$ cat src/rtl/frame_pattern_gen_pkg.sv
// Shared constants for the frame pattern generator: default 640x480@60
// timing, counter width, FSM state encoding and a gray-to-RGB helper.
package frame_pattern_gen_pkg;

  localparam int DEF_H_ACTIVE = 640;
  localparam int DEF_H_FP     = 16;
  localparam int DEF_H_SYNC   = 96;
  localparam int DEF_H_BP     = 48;
  localparam int DEF_V_ACTIVE = 480;
  localparam int DEF_V_FP     = 10;
  localparam int DEF_V_SYNC   = 2;
  localparam int DEF_V_BP     = 33;

  // Wide enough for any practical line or frame total (up to 4095).
  localparam int CNT_W = 12;

  localparam logic [0:0] ST_IDLE = 1'b0;
  localparam logic [0:0] ST_RUN  = 1'b1;

  function automatic logic [23:0] gray_rgb(input logic [7:0] level);
    return {level, level, level};
  endfunction

endpackage

$ cat src/rtl/frame_pattern_gen_video_timing.sv
// Raster counters: hcnt/vcnt, active-area flag, raw (active-high) sync
// regions and a strobe on the last pixel of the frame.
module video_timing
  import frame_pattern_gen_pkg::*;
#(
  parameter int H_ACTIVE = DEF_H_ACTIVE,
  parameter int H_FP     = DEF_H_FP,
  parameter int H_SYNC   = DEF_H_SYNC,
  parameter int H_BP     = DEF_H_BP,
  parameter int V_ACTIVE = DEF_V_ACTIVE,
  parameter int V_FP     = DEF_V_FP,
  parameter int V_SYNC   = DEF_V_SYNC,
  parameter int V_BP     = DEF_V_BP
) (
  input  logic             clk,
  input  logic             resetn,
  output logic [CNT_W-1:0] hcnt,
  output logic [CNT_W-1:0] vcnt,
  output logic             active,
  output logic             hsync_raw,
  output logic             vsync_raw,
  output logic             frame_end
);

  localparam int H_TOTAL = H_ACTIVE + H_FP + H_SYNC + H_BP;
  localparam int V_TOTAL = V_ACTIVE + V_FP + V_SYNC + V_BP;

  localparam logic [CNT_W-1:0] H_LAST  = CNT_W'(H_TOTAL - 1);
  localparam logic [CNT_W-1:0] V_LAST  = CNT_W'(V_TOTAL - 1);
  localparam logic [CNT_W-1:0] H_ACT   = CNT_W'(H_ACTIVE);
  localparam logic [CNT_W-1:0] V_ACT   = CNT_W'(V_ACTIVE);
  localparam logic [CNT_W-1:0] HS_BEG  = CNT_W'(H_ACTIVE + H_FP);
  localparam logic [CNT_W-1:0] HS_END  = CNT_W'(H_ACTIVE + H_FP + H_SYNC);
  localparam logic [CNT_W-1:0] VS_BEG  = CNT_W'(V_ACTIVE + V_FP);
  localparam logic [CNT_W-1:0] VS_END  = CNT_W'(V_ACTIVE + V_FP + V_SYNC);

  logic line_end;

  assign line_end  = (hcnt == H_LAST);
  assign frame_end = line_end && (vcnt == V_LAST);
  assign active    = (hcnt < H_ACT) && (vcnt < V_ACT);
  assign hsync_raw = (hcnt >= HS_BEG) && (hcnt < HS_END);
  assign vsync_raw = (vcnt >= VS_BEG) && (vcnt < VS_END);

  // Pixel and line counters; vcnt advances once per completed line.
  always_ff @(posedge clk) begin
    // NOTE: reset is synchronous, so it lives inside the clocked branch and
    // all state uses non-blocking assignment to avoid read/write races.
    if (!resetn) begin
      hcnt <= '0;
      vcnt <= '0;
    end else if (line_end) begin
      hcnt <= '0;
      vcnt <= (vcnt == V_LAST) ? '0 : vcnt + 1'b1;
    end else begin
      hcnt <= hcnt + 1'b1;
    end
  end

endmodule

$ cat src/rtl/frame_pattern_gen.sv
// Full-frame gray pattern generator. The requested level and enable are
// latched once per frame so a frame is never torn; outputs are registered.
module frame_pattern_gen
  import frame_pattern_gen_pkg::*;
#(
  parameter int   H_ACTIVE = DEF_H_ACTIVE,
  parameter int   H_FP     = DEF_H_FP,
  parameter int   H_SYNC   = DEF_H_SYNC,
  parameter int   H_BP     = DEF_H_BP,
  parameter int   V_ACTIVE = DEF_V_ACTIVE,
  parameter int   V_FP     = DEF_V_FP,
  parameter int   V_SYNC   = DEF_V_SYNC,
  parameter int   V_BP     = DEF_V_BP,
  parameter logic SYNC_POL = 1'b0
) (
  input  logic        clk,
  input  logic        resetn,
  input  logic        pixel_frame_index,
  input  logic        loop_en,
  input  logic [31:0] colordef,
  output logic        hsync,
  output logic        vsync,
  output logic        de,
  output logic [23:0] rgb,
  output logic        frame_switch,
  output logic [15:0] frame_count
);

  logic [CNT_W-1:0] hcnt;
  logic [CNT_W-1:0] vcnt;
  logic             active;
  logic             hsync_raw;
  logic             vsync_raw;
  logic             frame_end;
  logic             frame_start;

  logic [0:0]       state;
  logic             shown_en;
  logic             shown_level;
  logic             prev_en;
  logic             prev_level;
  logic [7:0]       level_sel;
  logic             unused_colordef;

  video_timing #(
    .H_ACTIVE (H_ACTIVE), .H_FP (H_FP), .H_SYNC (H_SYNC), .H_BP (H_BP),
    .V_ACTIVE (V_ACTIVE), .V_FP (V_FP), .V_SYNC (V_SYNC), .V_BP (V_BP)
  ) u_timing (
    .clk       (clk),
    .resetn    (resetn),
    .hcnt      (hcnt),
    .vcnt      (vcnt),
    .active    (active),
    .hsync_raw (hsync_raw),
    .vsync_raw (vsync_raw),
    .frame_end (frame_end)
  );

  assign frame_start     = (hcnt == '0) && (vcnt == '0);
  assign shown_en        = (state == ST_RUN);
  assign level_sel       = shown_level ? colordef[15:8] : colordef[7:0];
  assign unused_colordef = ^colordef[31:16];

  // IDLE/RUN FSM plus per-frame level latch; only moves on the last pixel.
  always_ff @(posedge clk) begin
    if (!resetn) begin
      state       <= ST_IDLE;
      shown_level <= 1'b0;
      prev_en     <= 1'b0;
      prev_level  <= 1'b0;
    end else if (frame_end) begin
      prev_en     <= shown_en;
      prev_level  <= shown_level;
      shown_level <= pixel_frame_index;
      case (state)
        ST_IDLE: if (loop_en)  state <= ST_RUN;
        ST_RUN:  if (!loop_en) state <= ST_IDLE;
        default: state <= ST_IDLE;
      endcase
    end
  end

  // Registered video outputs, one cycle behind the raster counters.
  always_ff @(posedge clk) begin
    if (!resetn) begin
      hsync        <= ~SYNC_POL;
      vsync        <= ~SYNC_POL;
      de           <= 1'b0;
      rgb          <= '0;
      frame_switch <= 1'b0;
    end else begin
      hsync        <= hsync_raw ? SYNC_POL : ~SYNC_POL;
      vsync        <= vsync_raw ? SYNC_POL : ~SYNC_POL;
      de           <= active;
      rgb          <= (active && shown_en) ? gray_rgb(level_sel) : '0;
      frame_switch <= frame_start && shown_en && prev_en &&
                      (shown_level != prev_level);
    end
  end

  // Completed-frame counter, free-running modulo 2^16.
  always_ff @(posedge clk) begin
    if (!resetn) begin
      frame_count <= '0;
    end else if (frame_end) begin
      frame_count <= frame_count + 16'd1;
    end
  end

endmodule

$ cat config.mk
export PLATFORM = sky130hd
export DESIGN_NAME = frame_pattern_gen
export DESIGN_NICKNAME = d
export VERILOG_FILES = /design/src/rtl/frame_pattern_gen_pkg.sv /design/src/rtl/frame_pattern_gen_video_timing.sv /design/src/rtl/frame_pattern_gen.sv
export SDC_FILE = /design/constraint.sdc
export NUM_CORES = 1
export LEC_CHECK = 0
export BUFFER_PORTS_ARGS = -buffer_cell sky130_fd_sc_hd__buf_2
export CORE_MARGIN = 2
export CORE_UTILIZATION = 51
export CTS_CLUSTER_DIAMETER = 80
export DETAILED_ROUTE_END_ITERATION = 8
export GPL_TIMING_DRIVEN = 0
export PLACE_DENSITY_LB_ADDON = 0.3
export REMOVE_ABC_BUFFERS = 1
export SYNTH_ARGS = -nofsm -noshare
export SYNTH_HDL_FRONTEND = slang
export SYNTH_SLANG_ARGS = --single-unit
$ cat constraint.sdc
create_clock -name clk -period 2.5 [get_ports clk]
set_input_delay 0.375 -clock clk [delete_from_list [all_inputs] [get_ports clk]]
set_output_delay 0.375 -clock clk [all_outputs]
set_load 0.02 [all_outputs]
==> metrics.txt, run 1 <==
drt total wl=5050 um; crit path DAT=2.54 ns; Design Area, Final=3000 sq um; first-pass GRT wire length=8870 um; total gr overflow=0; Max Cap Viol=0; RSZ-0062 raised after global routing=false; Unique masters post-synth=38; layout cell share with drive strength beyond 1=0.264; cells after synthesis=298; vias in the first global route=1983; synthesized area per cell=8.88 sq um; area grow syn2layout=13.4%; reg2reg path depth=5; H-tree depth=2; via/cell ratio=5.21; hold path depth=3; Slew HR=0.621; Finished Core Util=0.595; Critical Path Source=u_timing.hcnt[5]; Worst Hold Class=in -> reg; fillcell total=477; TritonCTS buffer count=5; I/O pin total=80; FF-to-FF Start=u_timing.hcnt[5]; CTS Buffer Depth=2; Final Total Pwr=1.45 mW; clock tree sinks=56; Initial Util=0.525; dpl ws=-0.394 ns; final setup margin=0.161 ns; worst min-delay path startpoint=colordef[4]; DR iter-0 viols=94; setup_tns=0 ns; gpl congestion=0.800; leading area contributor after synthesis=dfxtp_1; FMAX=428 MHz; initial antenna violation count=0; crit end category=flip-flop; hpwl dp=3580 um; post-cts repair resize count=0; die height=76.0 um; Final period util=0.936; maximum fanout along the worst path=13; core box area=5040 sq um; FF+latch count, synth=56; hold buffer count at cts=0; WL/cell=12.1 um; final hold vios=0; Clock Skews=0.00523 ns; Port Buffers=63; Netlist Area Pre-Place=2650 sq um; clock slew at reported path FFs=0.10 ns; VDD IR max=0.364 mV; Area contributors post-synth=dfxtp_1, nor2_1, buf_4; CP Data Required Time=2.70 ns; fin. max-slew vios=0; crit path time final=2.34 ns; die width=76.0 um; clk_lat worst skew=0.31 ns; Final setup viols=0; status=completed; PwrDens=485 nW/um^2; # diodes=0; full die area=5780 sq um; drt first pass iters=4; Routed Antenna Nets=0; WS Path Type=reg -> reg; Final #Nets=389; top-area cell type share of the netlist area=0.424; largest net degree at the start of global routing=26; DRC=0; Startpoint Class=flip-flop; most common cell after layout, fill and taps aside=buf_2; Worst Max-Slew Pin Slew=0.567 ns; most frequent cells in the layout=buf_2, dfxtp_1, nor2_1, nand2_1, a21oi_1; # rows=26; YS warnings=0; placed cell area=2860 sq um; Root Driver=clkbuf_8; leakage power=1.19 nW; CTS tree=done; post-synthesis sequential area ratio=0.424; routed vias=2179; GRT Resource Usage Total=0.183
[layer usage]
layer / up-vias / track usage / share of wire
met2: 50 / 0.321 / 0.48
met1: 1009 / 0.224 / 0.47
met5: - / 0 / 0
met3: 6 / 0.0367 / 0.040
met4: 0 / 0.0655 / 0.016
li1: 1114 / - / -
[per-stage QoR]
step,hold slack [ns],cells
2_1_floorplan,0.432,271
3_3_place_gp,0.449,404
5_1_grt,0.296,418
6_report,0.291,418
3_5_place_dp,0.457,404
4_1_cts,0.287,415
[timing repair]
item	4_1_cts	5_1_grt
endpoints found under the setup margin	22	22
endpoints found under the hold margin	0	0
cloned	0	0
pin swaps	3	1
buffers inserted	3	3
[power breakdown]
part           internal [mW]  total [mW]  switching, mW
Combinational         0.0194      0.0438         0.0244
Sequential             0.896       0.902        0.00572
Clock                  0.222       0.509          0.287
Total                   1.14        1.45          0.317
[Yosys cell counts]
library cell and count:
dfxtp_1 56, nor2_1 38, a21oi_1 19, nand2_1 19, nand3_1 18, buf_4 16, or3_1 15, nand4_1 14
xnor2_1 13, xor2_1 11, o21ai_1 10, inv_1 8, mux2i_1 8, clkbuf_1 6, ha_1 6, nor3_2 4
nor4_1 4, buf_6 3, nor2_2 3, o21ai_0 3, and3_1 2, buf_2 2, nor3_1 2, nor4_4 2
or4_1 2, or4_4 2, and2_1 1, and4_1 1, and4b_1 1, inv_2 1, nand4_4 1, nand4b_1 1
nor4b_1 1, nor4bb_1 1, o31ai_1 1, or2_1 1, or2_2 1, or4b_4 1
[registers in the layout, indices dropped and copies added, names as in the netlist]
signal	count
frame_count	16
prev_level	1
u_timing.vcnt	12
frame_switch	1
shown_level	1
u_timing.hcnt	12
rgb	8
de	1
prev_en	1
shown_en	1
vsync	1
hsync	1
[area by class of cell]
cell class / count / area (sq um) / area share
Inverter: 9 / 33.8 / 0.0113
Timing Repair Buffer: 69 / 360 / 0.120
Multi-Input combinational cell: 206 / 1310 / 0.435
Clock inverter: 2 / 10.0 / 0.00334
Tap cell: 70 / 87.6 / 0.0292
Clock buffer: 6 / 82.6 / 0.0275
Sequential cell: 56 / 1120 / 0.374
[cells by family after synthesis]
group | count (synthesis) | synth area share
compound gates | 33 | 0.0634
xor+xnor | 24 | 0.0794
fa+ha+maj | 6 | 0.0284
buf+inv | 36 | 0.0832
flops | 56 | 0.424
mux | 8 | 0.0303
simple gates | 135 | 0.292
[path summary, 6_finish.rpt]
check / to / slack, ns
hold reg to reg: prev_level / 0.47
setup reg to reg: u_timing.vcnt[11] / 0.16
setup / recovery: u_timing.vcnt[11] / 0.16
hold / removal: rgb[20] / 0.29
[critical path: stages, from the launching register on]
cell and delay (ns):
dfxtp_1 0.37, or4_4 0.58, or4_4 0.64, nor4_1 0.40
xnor2_1 0.19, nor2_2 0.04
Power figures use the tool's default switching activity.
==> inputs of run 2 (changes only) <==
--- a/config.mk
+++ b/config.mk
@@ -7,7 +7,7 @@
 export LEC_CHECK = 0
 export BUFFER_PORTS_ARGS = -buffer_cell sky130_fd_sc_hd__buf_2
 export CORE_MARGIN = 2
-export CORE_UTILIZATION = 51
+export CORE_UTILIZATION = 55
 export CTS_CLUSTER_DIAMETER = 80
 export DETAILED_ROUTE_END_ITERATION = 8
 export GPL_TIMING_DRIVEN = 0
==> constraint.sdc (replaced) <==
create_clock -name clk -period 3 [get_ports clk]
set_input_delay 0.45 -clock clk [delete_from_list [all_inputs] [get_ports clk]]
set_output_delay 0.45 -clock clk [all_outputs]
set_load 0.02 [all_outputs]
==> run 2 against run 1 <==
  * Die area decreased by 6.9%
  * Sequential share of layout area increased by 0.75 points
  * Clock power decreased by 17%
  * Non-clock buffer count decreased by 5
  * Fmax decreased by 14%
  * Count of clock-buffer cells in the layout decreased by 1
  * Clock skew increased by 0.0034 ns
  * Setup slack improved by 0.12 ns
  * Routed wire length decreased by 2.9%
==> metrics.txt, run 2 (same netlist as run 1, synthesis figures left out) <==
Final #Nets=384; Max Cap Viol=0; Comb pwr share=0.030; WL/cell=12.4 um; status=completed; capture point of the worst reg-to-reg path=u_timing.vcnt[3]; crit end category=flip-flop; most common cell after layout, fill and taps aside=buf_2; # diodes=0; fin. max-slew vios=0; die width=73.4 um; RSZ-0062 raised after global routing=false; worst min-delay path startpoint=colordef[3]; VDD IR max=0.349 mV; FF-to-FF Start=u_timing.vcnt[0]; placed cell area=2840 sq um; setup_tns=0 ns; leakage power=1.16 nW; Switching Power=0.281 mW; # rows=25; hold path depth=3; PwrDens=412 nW/um^2; largest net degree at the start of global routing=26; full die area=5380 sq um; Sequential Power Share=0.620; Reg with most FFs=frame_count; Slew HR=0.524; Final period util=0.906; biggest registers after layout=frame_count x16, u_timing.hcnt x12, u_timing.vcnt x12; Startpoint Class=flip-flop; Root Driver=clkbuf_8; CTS Buffer Depth=2; TritonCTS buffer count=5; GRT Resource Usage Total=0.193; CTS tree=done; Worst Hold Class=in -> reg; die height=73.4 um; WS Path Type=reg -> reg; clock slew at reported path FFs=0.10 ns; Worst Max-Slew Pin Slew=0.709 ns; first-pass GRT wire length=8270 um; core box area=4690 sq um; Clock Skews=0.00861 ns; clock tree sinks=56; vias in the first global route=1877; layout cell share with drive strength beyond 1=0.254; I/O pin total=80; switch share=0.232; via/cell ratio=5.39; worst hold endpoint=rgb[19]; clk_lat worst skew=0.32 ns; area grow syn2layout=11.2%; FMAX=368 MHz; total gr overflow=0; most frequent cells in the layout=buf_2, dfxtp_1, nor2_1, nand2_1, a21oi_1; initial antenna violation count=0; Initial Util=0.564; post-cts repair resize count=0; drt total wl=4910 um; drt first pass iters=4; H-tree depth=2; final hold vios=0; routed vias=2141; crit path time final=2.72 ns; R2R setup slack=0.28 ns; DR iter-0 viols=119; CP Data Required Time=3.19 ns; maximum fanout along the worst path=11; reg2reg path depth=7; hpwl dp=3520 um; Final setup viols=0; DRC=0; crit path DAT=2.91 ns; Pint=0.931 mW; Clk network pwr share=0.349; gpl congestion=0.828; max FFs per register=16; Port Buffers=63; Routed Antenna Nets=0; Design Area, Final=2940 sq um
==> run 2: changes by cell type in the layout (fill, tap and decap cells not counted) <==
cell	before	now
clkbuf_8	6	5
inv_6	0	1
clkinv_2	2	1
buf_4	6	1
clkinv_4	0	1
==> run 2: critical path, cell delays in order (launching register included) <==
cell and delay (ns):
dfxtp_1 0.36, inv_1 0.09, ha_1 0.14, or4b_4 0.49, nor4_4 0.64, nand2_1 0.34
nand2_1 0.43, nor2_1 0.10
==> run 2: how the worst max path moves through the flow <==
| stage | to | cells after the start | from |
|---|---|---|---|
| 6_report | u_timing.vcnt[3] | 7 | u_timing.vcnt[0] |
| 5_1_grt | u_timing.vcnt[5] | 7 | u_timing.vcnt[1] |
| 4_1_cts | frame_count[6] | 7 | u_timing.vcnt[0] |
| 3_5_place_dp | frame_count[6] | 7 | u_timing.vcnt[0] |
| 3_3_place_gp | frame_count[4] | 7 | u_timing.vcnt[0] |
| 2_1_floorplan | frame_count[10] | 7 | u_timing.vcnt[0] |
==> run 2: power groups by stage <==
stage	clock network, mW	registers [mW]	logic (mW)
5_1_grt	0.463	0.753	0.0429
3_3_place_gp	0	0.769	0.0363
3_5_place_dp	0	0.769	0.0376
6_report	0.423	0.752	0.0368
4_1_cts	0.437	0.752	0.0378
2_1_floorplan	0	0.769	0.0174
==> run 2: cell type report <==
| cell class | count | area [sq um] |
|---|---|---|
| Fill cell | 423 | 1750 |
| Multi-Input combinational cell | 206 | 1310 |
| Sequential cell | 56 | 1120 |
| Timing Repair Buffer | 64 | 323 |
| Clock buffer | 5 | 68.8 |
| Tap cell | 54 | 67.6 |
| Inverter | 9 | 33.8 |
| Clock inverter | 3 | 22.5 |
==> run 2: what timing repair did <==
item,CTS,global route
hold buffers,0,0
endpoints found under the setup margin,0,6
buffers inserted,0,1
endpoints found under the hold margin,0,0
==> run 2: metrics by stage <==
step	worst slack, ns	hold slack [ns]	total power [mW]	utilization	instances
3_3_place_gp	0.174	0.448	0.805	0.606	388
3_5_place_dp	0.0691	0.462	0.806	0.606	388
4_1_cts	0.0599	0.352	1.23	0.625	396
2_1_floorplan	0.548	0.432	0.786	-	271
5_1_grt	0.0428	0.378	1.26	0.627	397
6_report	0.282	0.359	1.21	0.627	397
==> run 2: metal layers <==
layer,routed length [um],vias to the layer above,track usage
li1,-,1110,-
met1,2270,973,0.248
met2,2320,53,0.323
met3,265,5,0.0466
met4,48,0,0.0545
met5,0,-,0
==> inputs of run 3 (changes only) <==
--- a/config.mk
+++ b/config.mk
@@ -7,10 +7,11 @@
 export LEC_CHECK = 0
 export BUFFER_PORTS_ARGS = -buffer_cell sky130_fd_sc_hd__buf_2
 export CORE_MARGIN = 2
-export CORE_UTILIZATION = 55
+export CORE_UTILIZATION = 51
 export CTS_CLUSTER_DIAMETER = 80
 export DETAILED_ROUTE_END_ITERATION = 8
 export GPL_TIMING_DRIVEN = 0
+export MAX_ROUTING_LAYER = met4
 export PLACE_DENSITY_LB_ADDON = 0.3
 export REMOVE_ABC_BUFFERS = 1
 export SYNTH_ARGS = -nofsm -noshare
==> constraint.sdc (replaced) <==
create_clock -name clk -period 2.6 [get_ports clk]
set_input_delay 0.39 -clock clk [delete_from_list [all_inputs] [get_ports clk]]
set_output_delay 0.39 -clock clk [all_outputs]
set_load 0.02 [all_outputs]
==> run 3 against run 2 <==
  * Flip-flop and latch count stayed put
  * Clock skew decreased by 0.0037 ns
  * Global-route usage shrank 0.41 points
  * Fmax is 16% higher
  * Sequential power rose by 15%
  * Sequential share of layout area shrank 0.75 points
  * Final area up 2.0%
  * Final cell count rose by 5.3%
  * Die area up 7.4%
  * Setup slack got worse by 0.018 ns
  * Total power grew 15%
==> metrics.txt, run 3 (same netlist as run 1, synthesis figures left out) <==
WS Path Type=reg -> reg; Final period util=0.898; layout cell share with drive strength beyond 1=0.264; full die area=5780 sq um; first-pass GRT wire length=8880 um; CTS tree=done; Final Total Pwr=1.40 mW; routed vias=2185; crit path time final=2.34 ns; RSZ-0062 raised after global routing=false; Worst Max-Slew Pin Slew=0.561 ns; DR iter-0 viols=93; multi-input logic area=1310 sq um; Final #Nets=389; GRT Resource Usage Total=0.189; CP peak stage delay=0.64 ns; leakage power=1.19 nW; FMAX=428 MHz; Switching Power=0.304 mW; Comb pwr share=0.030; dpl cells=404; slowest cell on the critical path=or4_4; H-tree depth=2; TritonCTS buffer count=5; maximum fanout along the worst path=13; most common cell after layout, fill and taps aside=buf_2; CP Data Required Time=2.80 ns; Final setup viols=0; biggest registers after layout=frame_count x16, u_timing.hcnt x12, u_timing.vcnt x12; VDD IR max=0.349 mV; initial antenna violation count=0; Startpoint Class=flip-flop; CTS Buffer Depth=2; area grow syn2layout=13.4%; clock tree sinks=56; # rows=26; crit end category=flip-flop; crit path DAT=2.53 ns; CP dominant cell by count=or4_4; placed cell area=2860 sq um; hpwl dp=3580 um; Clock Skews=0.00488 ns; Max Cap Viol=0; Sequential Power Share=0.620; die width=76.0 um; drt first pass iters=4; # diodes=0; gpl congestion=0.812; switch share=0.218; Design Area, Final=3000 sq um; status=completed; Port Buffers=63; PwrDens=466 nW/um^2; Seq. cell area=1120 sq um; hold buffer count at cts=0; core box area=5040 sq um; via/cell ratio=5.23; Pint=1.09 mW; WL/cell=12.1 um; Reg with most FFs=frame_count; final hold vios=0; clk_lat worst skew=0.31 ns; largest net degree at the start of global routing=26; vias in the first global route=1982; Slew HR=0.626; I/O pin total=80; Fin Hold WS=0.307 ns; clock slew at reported path FFs=0.10 ns; Worst Hold Class=in -> reg; Routed Antenna Nets=0; drt total wl=5070 um; DRC=0; Finished Layout Cells=418; Root Driver=clkbuf_8; post-cts repair resize count=0; fin. max-slew vios=0; CP Cell Sequence=or4_4 -> or4_4 -> nor4_1 -> xnor2_1 -> nor2_2; Initial Util=0.525; most frequent cells in the layout=buf_2, dfxtp_1, nor2_1, nand2_1, a21oi_1; max FFs per register=16; fillcell total=477; Finished Core Util=0.595; Clk network pwr share=0.349; die height=76.0 um; total gr overflow=0
[run 3: cell types whose count changed in the layout (fill, tap and decap cells not counted)]
cell,change
buf_4,+5
clkbuf_8,+1
clkinv_2,+1
clkinv_4,-1
inv_6,-1
[run 3: metrics by stage]
| stage | worst slack (ns) | setup TNS [ns] |
|---|---|---|
| detailed placement | -0.294 | -3.16 |
| finish | 0.264 | 0 |
| global placement | -0.222 | -1.89 |
| global route | 0.156 | 0 |
| floorplan | 0.148 | 0 |
| CTS | 0.117 | 0 |
[run 3: power by group through the flow]
stage	Sequential (mW)	Clock, mW	Combinational [mW]
after global placement	0.887	0	0.0419
after global routing	0.868	0.536	0.0478
after detailed placement	0.887	0	0.0430
final	0.867	0.488	0.0421
after floorplan	0.887	0	0.0201
after CTS	0.867	0.508	0.0430
[run 3: layout make-up]
cell class | count | share of cell area
clock buffer | 6 | 0.0275
clock inverter | 2 | 0.00334
inverter | 9 | 0.0113
sequential | 56 | 0.374
timing repair buffer | 69 | 0.120
multi-input combinational | 206 | 0.435
tap | 70 | 0.0292
[run 3: what timing repair did]
| item | in CTS | in global routing |
|---|---|---|
| buffers inserted | 3 | 3 |
| endpoints found under the setup margin | 22 | 9 |
| pin swaps | 3 | 1 |
[run 3: final timing paths]
check | from | end | slack, ns | depth (start not counted)
max | u_timing.hcnt[5] | u_timing.vcnt[11] | 0.26 | 5
min | colordef[4] | rgb[20] | 0.31 | 3
max reg2reg | u_timing.hcnt[5] | u_timing.vcnt[11] | 0.26 | 5
min reg2reg | prev_level | prev_level | 0.47 | 2
[run 3: critical path, delay by kind of cell, from the launching register on]
kind             cells  cell delay, ns
XOR/XNOR             1            0.19
AND/OR/NAND/NOR      4            1.66
flip-flops           1            0.38
[run 3: routing by layer]
layer  share of wire  up-vias  routed length, um  GRT usage
met3           0.043        7                218     0.0355
met1            0.46     1015               2340      0.226
met2            0.48       48               2440      0.321
li1                -     1115                  -          -
met4           0.014        0                 72     0.0655
met5               0        -                  0          -
